## src/rtl/spi_pkg.sv

```systemverilog
`timescale 1ns/1ps
// spi_pkg: register map, control/status bit positions and bus FSM states
// shared by the SPI master and slave blocks.
package spi_pkg;

    localparam logic SPI_ADR_DATA = 1'b0;
    localparam logic SPI_ADR_CTRL = 1'b1;

    // conf byte (control word bits [23:16])
    localparam int CONF_CPHA = 0;
    localparam int CONF_CPOL = 1;
    localparam int CONF_RXIE = 2;
    localparam int CONF_TXIE = 3;

    // status bits in the low nibble of the control word
    localparam int ST_RX_UNREAD = 0;
    localparam int ST_TX_FULL   = 1;
    localparam int ST_OVERRUN   = 2;
    localparam int ST_SS_ACT    = 3;

    typedef enum logic {
        BUS_IDLE = 1'b0,
        BUS_DONE = 1'b1
    } bus_state_e;

    function automatic logic [31:0] pack_status(input logic [7:0] conf,
                                                input logic       ss_act,
                                                input logic       overrun,
                                                input logic       tx_full,
                                                input logic       rx_unread);
        logic [31:0] w;
        w               = '0;
        w[23:16]        = conf;
        w[ST_SS_ACT]    = ss_act;
        w[ST_OVERRUN]   = overrun;
        w[ST_TX_FULL]   = tx_full;
        w[ST_RX_UNREAD] = rx_unread;
        return w;
    endfunction

endpackage

```

## src/rtl/spi_slave_sync.sv

```systemverilog
`timescale 1ns/1ps
// spi_slave_sync: brings sclk/ss_n/mosi into clk_i with two flops and
// produces single-cycle edge strobes from the synchronised levels.
module spi_slave_sync (
    input  logic clk_i,
    input  logic rst_ni,
    input  logic sclk_i,
    input  logic ss_n_i,
    input  logic mosi_i,
    output logic sclk_rise_o,
    output logic sclk_fall_o,
    output logic ss_fall_o,
    output logic ss_rise_o,
    output logic ss_act_o,
    output logic mosi_o
);

    // bit 0 sclk, bit 1 ss_n, bit 2 mosi; ss_n resets deselected so that
    // leaving reset never fakes a select edge
    localparam logic [2:0] PIN_RESET = 3'b010;

    logic [2:0] meta_q;
    logic [2:0] sync_q;
    logic [1:0] prev_q;

    // NOTE: clocked state uses non-blocking assignments so every flop samples
    // pre-edge values; blocking here would collapse the synchroniser chain.
    always_ff @(posedge clk_i or negedge rst_ni) begin
        if (!rst_ni) begin
            meta_q <= PIN_RESET;
            sync_q <= PIN_RESET;
            prev_q <= PIN_RESET[1:0];
        end else begin
            meta_q <= {mosi_i, ss_n_i, sclk_i};
            sync_q <= meta_q;
            prev_q <= sync_q[1:0];
        end
    end

    assign sclk_rise_o =  sync_q[0] & ~prev_q[0];
    assign sclk_fall_o = ~sync_q[0] &  prev_q[0];
    assign ss_fall_o   = ~sync_q[1] &  prev_q[1];
    assign ss_rise_o   =  sync_q[1] & ~prev_q[1];
    assign ss_act_o    = ~sync_q[1];
    assign mosi_o      =  sync_q[2];

endmodule

```

## src/rtl/spi_slave.sv

```systemverilog
`timescale 1ns/1ps
// spi_slave: Wishbone-attached SPI responder, 8-bit frames MSB first.
// Define SPI_SLAVE_IRQ_EN to build the registered interrupt output.
module spi_slave
    import spi_pkg::*;
#(
    parameter logic [7:0] FILL_BYTE = 8'hFF
) (
    input  logic        clk_i,
    input  logic        rst_ni,
    input  logic        cyc_i,
    input  logic        stb_i,
    input  logic        we_i,
    input  logic        adr_i,
    input  logic [3:0]  sel_i,
    input  logic [31:0] dat_i,
    output logic [31:0] dat_o,
    output logic        ack_o,
    input  logic        sclk,
    input  logic        ss_n,
    input  logic        mosi,
    output logic        miso,
    output logic        miso_oe,
    output logic        irq
);

    logic sclk_rise, sclk_fall, ss_fall, ss_rise, ss_act, mosi_s;

    spi_slave_sync u_sync (
        .clk_i       (clk_i),
        .rst_ni      (rst_ni),
        .sclk_i      (sclk),
        .ss_n_i      (ss_n),
        .mosi_i      (mosi),
        .sclk_rise_o (sclk_rise),
        .sclk_fall_o (sclk_fall),
        .ss_fall_o   (ss_fall),
        .ss_rise_o   (ss_rise),
        .ss_act_o    (ss_act),
        .mosi_o      (mosi_s)
    );

    bus_state_e  state_q, state_d;
    logic [31:0] dat_q, dat_d;
    logic [7:0]  conf_q, conf_d;
    logic [7:0]  tx_byte_q, tx_byte_d;
    logic [7:0]  tx_shift_q, tx_shift_d;
    logic [7:0]  rx_byte_q, rx_byte_d;
    logic [7:0]  rx_shift_q, rx_shift_d;
    logic [2:0]  bitcnt_q, bitcnt_d;
    logic        tx_full_q, tx_full_d;
    logic        rx_unread_q, rx_unread_d;
    logic        overrun_q, overrun_d;
    logic        miso_q, miso_d;
    logic        cpol_q, cpol_d;
    logic        cpha_q, cpha_d;
    logic        load_pend_q, load_pend_d;

    logic       access, wr_data, rd_data, wr_ctrl, rd_ctrl;
    logic       lead_e, trail_e, sample_e, shift_e, rx_unread_eff;
    logic [7:0] load_byte, rx_next;

    always_comb begin
        // NOTE: every next-state signal takes its held value first, so no path
        // through this block leaves one unassigned (which would infer a latch).
        state_d     = state_q;
        dat_d       = dat_q;
        conf_d      = conf_q;
        tx_byte_d   = tx_byte_q;
        tx_shift_d  = tx_shift_q;
        rx_byte_d   = rx_byte_q;
        rx_shift_d  = rx_shift_q;
        bitcnt_d    = bitcnt_q;
        tx_full_d   = tx_full_q;
        overrun_d   = overrun_q;
        miso_d      = miso_q;
        cpol_d      = cpol_q;
        cpha_d      = cpha_q;
        load_pend_d = load_pend_q;

        access  = (state_q == BUS_IDLE) & cyc_i & stb_i;
        wr_data = access &  we_i & (adr_i == SPI_ADR_DATA);
        rd_data = access & ~we_i & (adr_i == SPI_ADR_DATA);
        wr_ctrl = access &  we_i & (adr_i == SPI_ADR_CTRL);
        rd_ctrl = access & ~we_i & (adr_i == SPI_ADR_CTRL);

        case (state_q)
            BUS_IDLE: if (cyc_i & stb_i) state_d = BUS_DONE;
            default:  state_d = BUS_IDLE;
        endcase

        if (wr_data) tx_byte_d = dat_i[7:0];
        if (rd_data) dat_d = {24'h000000, rx_byte_q};
        if (rd_ctrl) dat_d = pack_status(conf_q, ss_act, overrun_q, tx_full_q, rx_unread_q);
        if (wr_ctrl) begin
            if (sel_i[2]) conf_d = dat_i[23:16];
            if (sel_i[0] & dat_i[ST_OVERRUN]) overrun_d = 1'b0;
        end

        // a same-cycle data read frees the holding register for a finishing byte
        rx_unread_eff = rx_unread_q & ~rd_data;
        rx_unread_d   = rx_unread_eff;

        lead_e    = cpol_q ? sclk_fall : sclk_rise;
        trail_e   = cpol_q ? sclk_rise : sclk_fall;
        sample_e  = ss_act & (cpha_q ? trail_e : lead_e);
        shift_e   = ss_act & (cpha_q ? lead_e : trail_e);
        load_byte = tx_full_q ? tx_byte_q : FILL_BYTE;
        rx_next   = {rx_shift_q[6:0], mosi_s};

        if (ss_fall) begin
            cpol_d      = conf_q[CONF_CPOL];
            cpha_d      = conf_q[CONF_CPHA];
            bitcnt_d    = 3'd0;
            load_pend_d = 1'b0;
            tx_full_d   = 1'b0;
            if (conf_q[CONF_CPHA]) begin
                tx_shift_d = load_byte;
            end else begin
                miso_d     = load_byte[7];
                tx_shift_d = {load_byte[6:0], 1'b0};
            end
        end else if (ss_rise) begin
            bitcnt_d    = 3'd0;
            load_pend_d = 1'b0;
        end else begin
            if (shift_e) begin
                if (load_pend_q) begin
                    miso_d      = load_byte[7];
                    tx_shift_d  = {load_byte[6:0], 1'b0};
                    tx_full_d   = 1'b0;
                    load_pend_d = 1'b0;
                end else begin
                    miso_d     = tx_shift_q[7];
                    tx_shift_d = {tx_shift_q[6:0], 1'b0};
                end
            end
            if (sample_e) begin
                rx_shift_d = rx_next;
                bitcnt_d   = bitcnt_q + 3'd1;
                if (bitcnt_q == 3'd7) begin
                    load_pend_d = 1'b1;
                    if (rx_unread_eff) begin
                        overrun_d = 1'b1;
                    end else begin
                        rx_byte_d   = rx_next;
                        rx_unread_d = 1'b1;
                    end
                end
            end
        end

        // a CPU write landing with a load point fills the register for the next byte
        if (wr_data) tx_full_d = 1'b1;
    end

    always_ff @(posedge clk_i or negedge rst_ni) begin
        if (!rst_ni) begin
            state_q     <= BUS_IDLE;
            dat_q       <= '0;
            conf_q      <= '0;
            tx_byte_q   <= '0;
            tx_shift_q  <= '0;
            rx_byte_q   <= '0;
            rx_shift_q  <= '0;
            bitcnt_q    <= '0;
            tx_full_q   <= 1'b0;
            rx_unread_q <= 1'b0;
            overrun_q   <= 1'b0;
            miso_q      <= 1'b0;
            cpol_q      <= 1'b0;
            cpha_q      <= 1'b0;
            load_pend_q <= 1'b0;
        end else begin
            state_q     <= state_d;
            dat_q       <= dat_d;
            conf_q      <= conf_d;
            tx_byte_q   <= tx_byte_d;
            tx_shift_q  <= tx_shift_d;
            rx_byte_q   <= rx_byte_d;
            rx_shift_q  <= rx_shift_d;
            bitcnt_q    <= bitcnt_d;
            tx_full_q   <= tx_full_d;
            rx_unread_q <= rx_unread_d;
            overrun_q   <= overrun_d;
            miso_q      <= miso_d;
            cpol_q      <= cpol_d;
            cpha_q      <= cpha_d;
            load_pend_q <= load_pend_d;
        end
    end

    assign dat_o   = dat_q;
    assign ack_o   = (state_q == BUS_DONE);
    assign miso    = miso_q;
    assign miso_oe = ss_act;

`ifdef SPI_SLAVE_IRQ_EN
    logic irq_q, irq_d;

    assign irq_d = (conf_q[CONF_RXIE] & rx_unread_q)
                 | (conf_q[CONF_TXIE] & ~tx_full_q & ss_act)
                 | overrun_q;

    always_ff @(posedge clk_i or negedge rst_ni) begin
        if (!rst_ni) irq_q <= 1'b0;
        else         irq_q <= irq_d;
    end

    assign irq = irq_q;
`else
    assign irq = 1'b0;
`endif

    logic unused_bus;
    assign unused_bus = ^{sel_i[3], sel_i[1], dat_i[31:24], dat_i[15:8]};

endmodule
```

## config.mk

```make
export PLATFORM = sky130hd
export DESIGN_NAME = spi_slave
export DESIGN_NICKNAME = d
export VERILOG_FILES = /design/src/rtl/spi_pkg.sv /design/src/rtl/spi_slave_sync.sv /design/src/rtl/spi_slave.sv
export SDC_FILE = /design/constraint.sdc
export NUM_CORES = 1
export LEC_CHECK = 0
export BUFFER_PORTS_ARGS = -buffer_cell sky130_fd_sc_hd__buf_2
export CAP_MARGIN = 15
export CORE_ASPECT_RATIO = 0.7
export CORE_UTILIZATION = 57
export DETAILED_ROUTE_END_ITERATION = 16
export PLACE_DENSITY = 0.82
export RECOVER_POWER = 100
export REMOVE_ABC_BUFFERS = 1
export SYNTH_ARGS = -nofsm -noshare
export SYNTH_HDL_FRONTEND = slang
export SYNTH_SLANG_ARGS = --single-unit
```

## constraint.sdc

```tcl
create_clock -name clk_i -period 4.52 [get_ports clk_i]
set_input_delay 0.452 -clock clk_i [delete_from_list [all_inputs] [get_ports clk_i]]
set_output_delay 0.452 -clock clk_i [all_outputs]
set_load 0.05 [all_outputs]
```

# After elaboration in Yosys (flattened, before gate mapping)
# Index checks and enable logic that the tools add are counted.
op_classes:
  n_addsub: 1
  eq_ne: 4
  n_mux: 43
  bitwise: 28
  reduce_logical: 11
ops:
  columns: ["operator", "count"]
  rows:
  - ["$mux W32", 2]
  - ["$mux W8", 6]
  - ["$mux W1", 32]
  - ["$and A1 B1 Y1", 17]
  - ["$not A1 Y1", 11]
  - ["$mux W3", 3]
  - ["$reduce_and A3 Y1", 3]
  - ["$reduce_bool A3 Y1", 3]
  - ["$reduce_and A5 Y1", 1]
  - ["$ne A2 B2 Y1 const B", 2]
  - ["$reduce_and A2 Y1", 2]
  - ["$reduce_bool A2 Y1", 2]
  - ["$add A3 B1 Y3 const B", 1]
  - ["$eq A3 B3 Y1 const B", 1]
  - ["$ne A3 B2 Y1 const B", 1]
totals:
  ff_bits: 90
  in_bits: 45
  output_inout_bits: 36
  word_cells: 105

# Depth between registers and ports, before layout
# Gate-level depths: netlist of the first run.
depth:
  depth_word: 12
  mapped_depth: 7
  mapped_depth_nobuf: 6

# Modules after synthesis
# A second synthesis of the first run with hierarchy kept.
hier_totals:
  hier_cells: 278
  area_unflattened_um2: 3263.1
modules_own_cells:
  columns: ["mod", "n_inst", "cells_each", "area_each_um2"]
  rows:
  - ["spi_slave", 1, 265, 3025.4]
  - ["spi_slave_sync", 1, 13, 237.7]

# Least setup slack after synthesis of the first run
# Ideal clock, no wire load.
synth_timing:
  kind: "flip-flop to flip-flop"
  from: "register u_sync.sync_q[1]"
  to: "register rx_byte_q[0]"
  setup_ps: 128
  t_arrival_ps: 2050
  path_slack_ps: 2342
  stages_incl_launch_ff: 7
  path_cell_list: "dfstp_2 > inv_1 > ha_1 > buf_2 > nor2_1 > nand4_4 > mux2_1"
synth_between:
  elab_chain_len: 4
  word_cells_on_any_way: 7
synth_rtl:
  columns: ["item", "line_no", "rtl"]
  rows:
  - ["start: declaration", "spi_slave_sync.sv:23", "logic [2:0] sync_q;"]
  - ["start signal: assignment", "spi_slave_sync.sv:35", "sync_q <= meta_q;"]
  - ["$not A1 Y1", "spi_slave_sync.sv:44", "assign ss_act_o = ~sync_q[1];"]
  - ["named net miso_oe", "spi_slave.sv:23", "output logic miso_oe,"]
  - ["$and A1 B1 Y1", "spi_slave_sync.sv:42", "assign ss_fall_o = ~sync_q[1] & prev_q[1];"]
  - ["named net ss_fall", "spi_slave.sv:27", "logic sclk_rise, sclk_fall, ss_fall, ss_rise, ss_act, mosi_s;"]
  - ["$not A1 Y1 (no line)", null, null]
  - ["$reduce_and A5 Y1 (no line)", null, null]
  - ["end signal: assignment", "spi_slave.sv:180", "rx_byte_q <= rx_byte_d;"]
  - ["end: declaration", "spi_slave.sv:48", "logic [7:0] rx_byte_q, rx_byte_d;"]
# The timed path passes the listed nets, and every way through them passes these cells.
# A chain may end at the register's enable or synchronous reset.

# Final worst setup path of the first run
layout_timing:
  from: "register u_sync.sync_q[1]"
  to: "register tx_shift_q[5]"
layout_between:
  elab_chain_len: 4
  word_cells_on_any_way: 8
layout_rtl:
  columns: ["item", "line_no", "rtl"]
  rows:
  - ["$not A1 Y1 *", "spi_slave_sync.sv:42", null]
  - ["$and A1 B1 Y1 *", "spi_slave_sync.sv:42", null]
  - ["named net ss_fall", "spi_slave.sv:27", null]
  - ["$ne A2 B2 Y1 (no line) or $reduce_bool A2 Y1 (tied branches)", null, null]
  - ["$reduce_and A2 Y1 (no line)", null, null]
  - ["end signal: assignment", "spi_slave.sv:179", "tx_shift_q <= tx_shift_d;"]
  - ["end: declaration", "spi_slave.sv:47", "logic [7:0] tx_shift_q, tx_shift_d;"]
# Mark *: on every way through the listed nets, which the timed path passes. The rest lies on a longest branch.

==> results by group, run 1 <==
Layout
  • Fraction of final layout cells sized beyond drive strength 1: 24.9%
  • Number of antenna repair diodes: 0
  • Number of nets in the finished design: 369
  • Post-route cell area: 3660 um2
  • Final std cells w/o fill: 397
  • Core Util, Final: 68.2%
  • Number of fill cells in the layout: 410
  • Layout Area Growth over Synthesis: 12.2%

Run status
  • Violations in the final reports: capacitance limit, slew limit
  • Status: finished, violations left

Synthesis
  • Cell taking the most area after synthesis: sky130_fd_sc_hd__dfrtp_1
  • Commonest cells in the synthesized netlist: sky130_fd_sc_hd__dfrtp_1, sky130_fd_sc_hd__nand2_1, sky130_fd_sc_hd__mux2_2
  • Fraction of synthesis flops using an asynchronous set or reset pin: 100%
  • Mean area per synthesized cell: 12.0 um2
  • Number of warning messages in the yosys log: 0
  • Sequential area share after synthesis: 56.8%
  • Number of register bits inferred by synthesis: 74
  • Predominant post-synthesis flop cell: sky130_fd_sc_hd__dfrtp_1
  • Number of standard cells after synthesis: 271
  • Post-synth design cell area: 3260 um2
  • Most common cell in the synthesized netlist: sky130_fd_sc_hd__dfrtp_1
  • Biggest area contributors in the synthesized netlist: sky130_fd_sc_hd__dfrtp_1, sky130_fd_sc_hd__mux2_2, sky130_fd_sc_hd__nand2_1, sky130_fd_sc_hd__buf_4, sky130_fd_sc_hd__o21ai_0
  • Number of distinct library cells after synthesis: 40
  • Post-synth EDFFs: 0
  • Share of the synthesized area in the top cell type: 54.4%

Floorplanning
  • Initial standard-cell utilization of the core: 60.8%
  • # rows: 22
  • Die W: 92.5 um
  • DIE AREA: 6040 um2
  • I/O pin total: 81
  • Core Box Area: 5370 um2
  • DIE HEIGHT: 65.3 um

Setup path
  • Combined buffer and inverter count along the critical path: 1
  • Crit path capture type: register
  • Largest stage delay on the critical path: 0.70 ns
  • Crit path cell chain: inv_1 > ha_1 > o21ai_0 > o221ai_1 > mux2_2
  • Type of element launching the critical path: register
  • Data required time of the worst path: 4.74 ns
  • Cell with the largest stage delay on the worst path: sky130_fd_sc_hd__dfstp_1
  • Data arrival time at the worst-slack endpoint: 2.71 ns
  • Classification of the worst setup path: register to register
  • Largest delay contributor family on the critical path: compound AO/OA/AOI/OAI gates
  • Largest fanout of any net on the critical path: 10

Power and ir drop
  • Maximum resistive drop on vdd: 0.360 mV
  • Leakage power summed over all cells: 1.71 nW
  • Power per standard cell area: 512 nW/um2
  • Sum of internal, switching and leakage power: 1.87 mW

CTS
  • Post-cts gate resize count: 0
  • Hold_buf cts: 0
  • Reg clk slew, reported paths: 0.07 ns
  • Number of H-tree branching levels: 3
  • TritonCTS clock tree: built
  • Number of CTS-inserted buffers: 9
  • Number of sinks handled by clock tree synthesis: 74
  • Cell at the root of the clock tree: sky130_fd_sc_hd__clkbuf_8
  • Clock insertion delay at the later pin of the skew report: 0.34 ns
  • Deepest clock path buffer count: 2
  • Setup bufs post-CTS: 0

Timing
  • Worst path setup slack after routing: 2.03 ns
  • Slew Limit Fails: 37
  • Max Fclk: 401 MHz
  • Share of the cycle needed by the critical path after routing: 55.1%
  • Unrepaired setup endpoints after global routing: no
  • Shortest clock period the worst path allows after layout: 2.49 ns
  • Number of failing hold endpoints at the final stage: 0
  • Slew margin rel.: -23.1%
  • Transition time at the pin with the least slew margin: 1.85 ns
  • Final worst hold slack: 0.209 ns
  • Layout Skew: 0.00649 ns
  • Setup total negative slack: 0 ns
  • Final count of negative-setup-slack endpoints: 0

Drt
  • Final antenna-violating net count: 0
  • Final WL: 6170 um
  • Total number of vias: 2103
  • 1st-iter DRT viols: 166
  • Routed wire length per instance: 15.5 um
  • DR pass1 iterations: 4
  • Number of remaining DRC errors: 0
  • Routed vias/inst: 5.30

Global routing
  • Global-route wire length before repair: 10400 um
  • Peak-usage layer in the global routing report: met2
  • Global route overflow: 0
  • Maximum number of pins on one net before global-route repair: 40
  • GR Layer Usage met3: 7.18%
  • Met1 track utilization from global routing: 31.0%
  • Overall Global Routing Usage: 23.3%
  • Met2 routing resource usage after global routing: 35.9%
  • Number of antenna violations at the first check in global routing: 0
  • Vias in the first global route: 2068

Placement
  • Post-DP Area: 3490 um2
  • Total half-perimeter wirelength after legalization and detailed placement: 4140 um
  • Cells after DPL: 381
  • Quantity of I/O buffers inserted on ports: 45
  • Routability cong.: 0.786
  • Pre-CTS setup slack: 2.34 ns

Hold path
  • Kind of path behind the tightest hold check: primary input to register

Run
  • Number of violations of the max-capacitance limit: 1
-- layout by cell type (no fill, tap or decap) --
cell type | netlist | layout
sky130_fd_sc_hd__mux2i_1 | 6 | 6
sky130_fd_sc_hd__o21ai_0 | 24 | 25
sky130_fd_sc_hd__nor3b_1 | 2 | 2
sky130_fd_sc_hd__nand2_2 | 2 | 1
sky130_fd_sc_hd__xnor2_2 | 1 | 1
sky130_fd_sc_hd__buf_4 | 17 | 1
sky130_fd_sc_hd__buf_2 | 2 | 25
sky130_fd_sc_hd__a21oi_1 | 1 | 1
sky130_fd_sc_hd__or2_0 | 0 | 1
sky130_fd_sc_hd__nand2_1 | 38 | 39
sky130_fd_sc_hd__nor3_1 | 1 | 1
sky130_fd_sc_hd__mux2_1 | 4 | 7
sky130_fd_sc_hd__inv_1 | 7 | 7
sky130_fd_sc_hd__nand3_1 | 2 | 2
sky130_fd_sc_hd__nand4_1 | 1 | 2
sky130_fd_sc_hd__nand4bb_1 | 1 | 1
sky130_fd_sc_hd__nand2b_4 | 1 | 1
sky130_fd_sc_hd__nand2b_1 | 5 | 5
sky130_fd_sc_hd__a32o_1 | 1 | 1
sky130_fd_sc_hd__clkbuf_1 | 5 | 22
sky130_fd_sc_hd__nand3b_1 | 2 | 2
sky130_fd_sc_hd__nor4b_1 | 2 | 2
sky130_fd_sc_hd__o2bb2ai_1 | 1 | 1
sky130_fd_sc_hd__and2_0 | 0 | 1
sky130_fd_sc_hd__dfrtp_1 | 71 | 71
sky130_fd_sc_hd__clkinvlp_4 | 0 | 3
sky130_fd_sc_hd__ha_1 | 4 | 4
sky130_fd_sc_hd__conb_1 | 1 | 17
sky130_fd_sc_hd__o221ai_1 | 7 | 7
sky130_fd_sc_hd__nor2b_1 | 9 | 9
sky130_fd_sc_hd__clkinv_4 | 0 | 1
sky130_fd_sc_hd__o21ai_2 | 1 | 1
sky130_fd_sc_hd__mux2_2 | 36 | 34
sky130_fd_sc_hd__bufinv_16 | 0 | 2
sky130_fd_sc_hd__nor2_1 | 4 | 5
sky130_fd_sc_hd__dfstp_1 | 0 | 2
sky130_fd_sc_hd__or3b_2 | 1 | 1
sky130_fd_sc_hd__clkbuf_8 | 0 | 9
sky130_fd_sc_hd__o211ai_1 | 1 | 1
sky130_fd_sc_hd__dfstp_2 | 3 | 1
-- power by group --
part	leakage, nW	switching (mW)	internal, mW
Sequential	0.944	0.0978	0.805
Combinational	0.671	0.258	0.163
Clock	0.0987	0.238	0.312
Total	1.71	0.594	1.28
-- kinds of logic after synthesis --
family,Yosys count,share of synthesized area [%]
AND/OR/NAND/NOR,75,12.3
flip-flops,74,56.8
multiplexers,47,16.1
AO/OA/AOI/OAI,37,6.94
buffers and inverters,32,5.71
adder cells (fa/ha/maj),4,1.53
other,1,0.115
XOR/XNOR,1,0.498
-- per-layer routing --
metal	vias to the layer above	wire length, um	share of wire (%)
met4	0	99	1.6
met2	80	2880	47
met1	1019	2810	46
met5	-	0	0
li1	994	-	-
met3	10	379	6.1
-- flip-flops by register name (all words and copies together), names as in the netlist, 2 cells and up --
signal / cells
u_sync.sync_q: 3
rx_byte_q: 8
conf_q: 8
rx_shift_q: 7
dat_o: 16
bitcnt_q: 3
tx_shift_q: 8
u_sync.prev_q: 2
tx_byte_q: 8
u_sync.meta_q: 3
-- final timing paths --
path | slack, ns | from | to | cells after the start
min in group asynchronous | 0.60 | rst_ni | rx_shift_q[4] | 1
min reg2reg | 0.35 | u_sync.meta_q[2] | u_sync.sync_q[2] | 0
max reg2reg | 2.03 | u_sync.sync_q[1] | tx_shift_q[5] | 5
min | 0.21 | ss_n | u_sync.meta_q[1] | 1
max | 2.03 | u_sync.sync_q[1] | tx_shift_q[5] | 5
max in group asynchronous | 2.57 | rst_ni | conf_q[0] | 2
-- area by class of cell --
type,count,area (um2),share of cell area [%]
clock buffer,10,128,3.49
clock inverter,6,91.3,2.49
tap,72,90.1,2.46
sequential,74,1860,50.7
inverter,7,26.3,0.718
timing repair buffer,47,211,5.78
multi-input combinational,181,1260,34.4
No activity file was read; power rests on OpenSTA's default activity.
==> run 2: changes to the inputs <==
--- a/config.mk
+++ b/config.mk
@@ -8,9 +8,9 @@
 export BUFFER_PORTS_ARGS = -buffer_cell sky130_fd_sc_hd__buf_2
 export CAP_MARGIN = 15
 export CORE_ASPECT_RATIO = 0.7
-export CORE_UTILIZATION = 57
+export CORE_UTILIZATION = 48
 export DETAILED_ROUTE_END_ITERATION = 16
-export PLACE_DENSITY = 0.82
+export PLACE_DENSITY = 0.73
 export RECOVER_POWER = 100
 export REMOVE_ABC_BUFFERS = 1
 export SYNTH_ARGS = -nofsm -noshare
==> constraint.sdc (replaced) <==
create_clock -name clk_i -period 2.29 [get_ports clk_i]
set_input_delay 0.229 -clock clk_i [delete_from_list [all_inputs] [get_ports clk_i]]
set_output_delay 0.229 -clock clk_i [all_outputs]
set_load 0.05 [all_outputs]
==> results by group, run 2 (synthesis gave the netlist of run 1 again) <==
CTS
  • Reg clk slew, reported paths: 0.08 ns (was 0.07 ns)
  • Post-cts gate resize count: 0 (unchanged)
  • TritonCTS clock tree: built (unchanged)
  • Clock insertion delay at the later pin of the skew report: 0.35 ns (was 0.34 ns)
  • Deepest clock path buffer count: 2 (unchanged)
  • Cell at the root of the clock tree: sky130_fd_sc_hd__clkbuf_8 (unchanged)
  • Number of CTS-inserted buffers: 9 (unchanged)
  • Number of H-tree branching levels: 3 (unchanged)
  • Setup bufs post-CTS: 0 (unchanged)
  • Number of sinks handled by clock tree synthesis: 74 (unchanged)

Drt
  • Total number of vias: 2111 (was 2103)
  • Final antenna-violating net count: 0 (unchanged)
  • Routed wire length per instance: 13.9 um (was 15.5 um)
  • Number of remaining DRC errors: 0 (unchanged)
  • 1st-iter DRT viols: 70 (was 166)
  • Routed vias/inst: 4.99 (was 5.30)
  • DR pass1 iterations: 5 (was 4)
  • Final WL: 5870 um (was 6170 um)

Layout
  • Number of nets in the finished design: 376 (was 369)
  • Core Util, Final: 59.0% (was 68.2%)
  • Post-route cell area: 3780 um2 (was 3660 um2)
  • Number of flip-flops under the largest register name: 16 (unchanged)
  • Fraction of final layout cells sized beyond drive strength 1: 25.0% (was 24.9%)
  • Leading cell type in the layout, fill and taps excluded: sky130_fd_sc_hd__dfrtp_1 (unchanged)
  • Number of antenna repair diodes: 0 (unchanged)
  • Top library cells by usage in the layout, fill and taps aside: sky130_fd_sc_hd__dfrtp_1, sky130_fd_sc_hd__nand2_1, sky130_fd_sc_hd__mux2_2 (unchanged)
  • Layout Area Growth over Synthesis: 15.7% (was 12.2%)

Floorplanning
  • Die W: 101 um (was 92.5 um)
  • I/O pin total: 81 (unchanged)
  • DIE HEIGHT: 71.0 um (was 65.3 um)
  • # rows: 24 (was 22)
  • Initial standard-cell utilization of the core: 51.0% (was 60.8%)
  • DIE AREA: 7140 um2 (was 6040 um2)
  • Core Box Area: 6400 um2 (was 5370 um2)

Placement
  • Routability cong.: 0.792 (was 0.786)
  • Quantity of I/O buffers inserted on ports: 45 (unchanged)
  • Post-DP Area: 3550 um2 (was 3490 um2)
  • Total half-perimeter wirelength after legalization and detailed placement: 4220 um (was 4140 um)

Setup path
  • Classification of the worst setup path: register to register (unchanged)
  • Crit path capture type: register (unchanged)
  • Data required time of the worst path: 2.52 ns (was 4.74 ns)
  • Largest fanout of any net on the critical path: 10 (unchanged)
  • Type of element launching the critical path: register (unchanged)
  • Reg2reg setup slack: 0.13 ns (was 2.03 ns)
  • Data arrival time at the worst-slack endpoint: 2.39 ns (was 2.71 ns)

Timing
  • Max Fclk: 462 MHz (was 401 MHz)
  • Slew Limit Fails: 0 (was 37)
  • Number of failing hold endpoints at the final stage: 0 (unchanged)
  • Layout Skew: 0.00888 ns (was 0.00649 ns)
  • Slew margin rel.: 2.06% (was -23.1%)
  • Unrepaired setup endpoints after global routing: no (unchanged)
  • Transition time at the pin with the least slew margin: 1.47 ns (was 1.85 ns)
  • Setup total negative slack: 0 ns (unchanged)
  • Final worst hold slack: 0.106 ns (was 0.209 ns)
  • Shortest clock period the worst path allows after layout: 2.16 ns (was 2.49 ns)
  • Final count of negative-setup-slack endpoints: 0 (unchanged)
  • Share of the cycle needed by the critical path after routing: 94.4% (was 55.1%)

Global routing
  • Global route overflow: 0 (unchanged)
  • Vias in the first global route: 2099 (was 2068)
  • Global-route wire length before repair: 10100 um (was 10400 um)
  • Number of antenna violations at the first check in global routing: 0 (unchanged)
  • Overall Global Routing Usage: 18.8% (was 23.3%)
  • Maximum number of pins on one net before global-route repair: 49 (was 40)

Hold path
  • Kind of path behind the tightest hold check: primary input to register (unchanged)

Run status
  • Status: finished, final reports clean (was finished, violations left)

Power and ir drop
  • Maximum resistive drop on vdd: 0.461 mV (was 0.360 mV)
  • Leakage power summed over all cells: 1.76 nW (was 1.71 nW)
  • Power per standard cell area: 1010 nW/um2 (was 512 nW/um2)

Run
  • Number of violations of the max-capacitance limit: 0 (was 1)
run 2: final cells by class:
class,instances,area [um2]
Clock inverter,4,98.8
Inverter,7,26.3
Sequential cell,74,1860
Timing Repair Buffer,54,279
Clock buffer,12,145
Tap cell,91,114
Fill cell,550,2620
Multi-Input combinational cell,181,1260
run 2: critical path, stage by stage (launching register included):
cell                       delay [ns]
sky130_fd_sc_hd__dfstp_2         0.62
sky130_fd_sc_hd__inv_1           0.08
sky130_fd_sc_hd__ha_1            0.32
sky130_fd_sc_hd__o21ai_1         0.50
sky130_fd_sc_hd__o221ai_1        0.23
sky130_fd_sc_hd__mux2_2          0.30
run 2: repair_timing:
action | CTS | global route
hold buffers | 4 | 0
hold endpoints to repair | 26 | 0
setup endpoints to repair | 0 | 0
run 2: power breakdown:
group	total, mW	switching, mW	internal [mW]
clock	1.22	0.461	0.756
combinational	0.822	0.495	0.327
sequential	1.77	0.177	1.59
total	3.81	1.13	2.67
run 2: path summary, 6_finish.rpt:
check	startpoint	to	depth (start not counted)
worst max-delay path	u_sync.sync_q[1]	tx_shift_q[7]	5
worst min-delay path	dat_i[1]	tx_byte_q[1]	2
worst max register to register	u_sync.sync_q[1]	tx_shift_q[7]	5
worst min register to register	u_sync.meta_q[0]	u_sync.sync_q[0]	0
max in group asynchronous	rst_ni	rx_shift_q[0]	3
min in group asynchronous	rst_ni	tx_byte_q[3]	2
run 2: through the flow:
step	worst slack (ns)	total power, mW	std cells
2_1_floorplan	-0.181	2.40	262
3_3_place_gp	0.232	2.60	403
3_5_place_dp	0.189	2.65	403
4_1_cts	0.131	3.88	423
5_1_grt	0.0144	4.02	423
6_report	0.127	3.81	423
run 2: layer usage:
metal | track usage [%] | share of wire [%] | vias up
met4 | 7.73 | 1.7 | 0
met5 | 0 | 0 | -
met1 | 25.1 | 47 | 1021
li1 | - | - | 1025
met3 | 5.73 | 5.0 | 9
met2 | 28.8 | 46 | 56
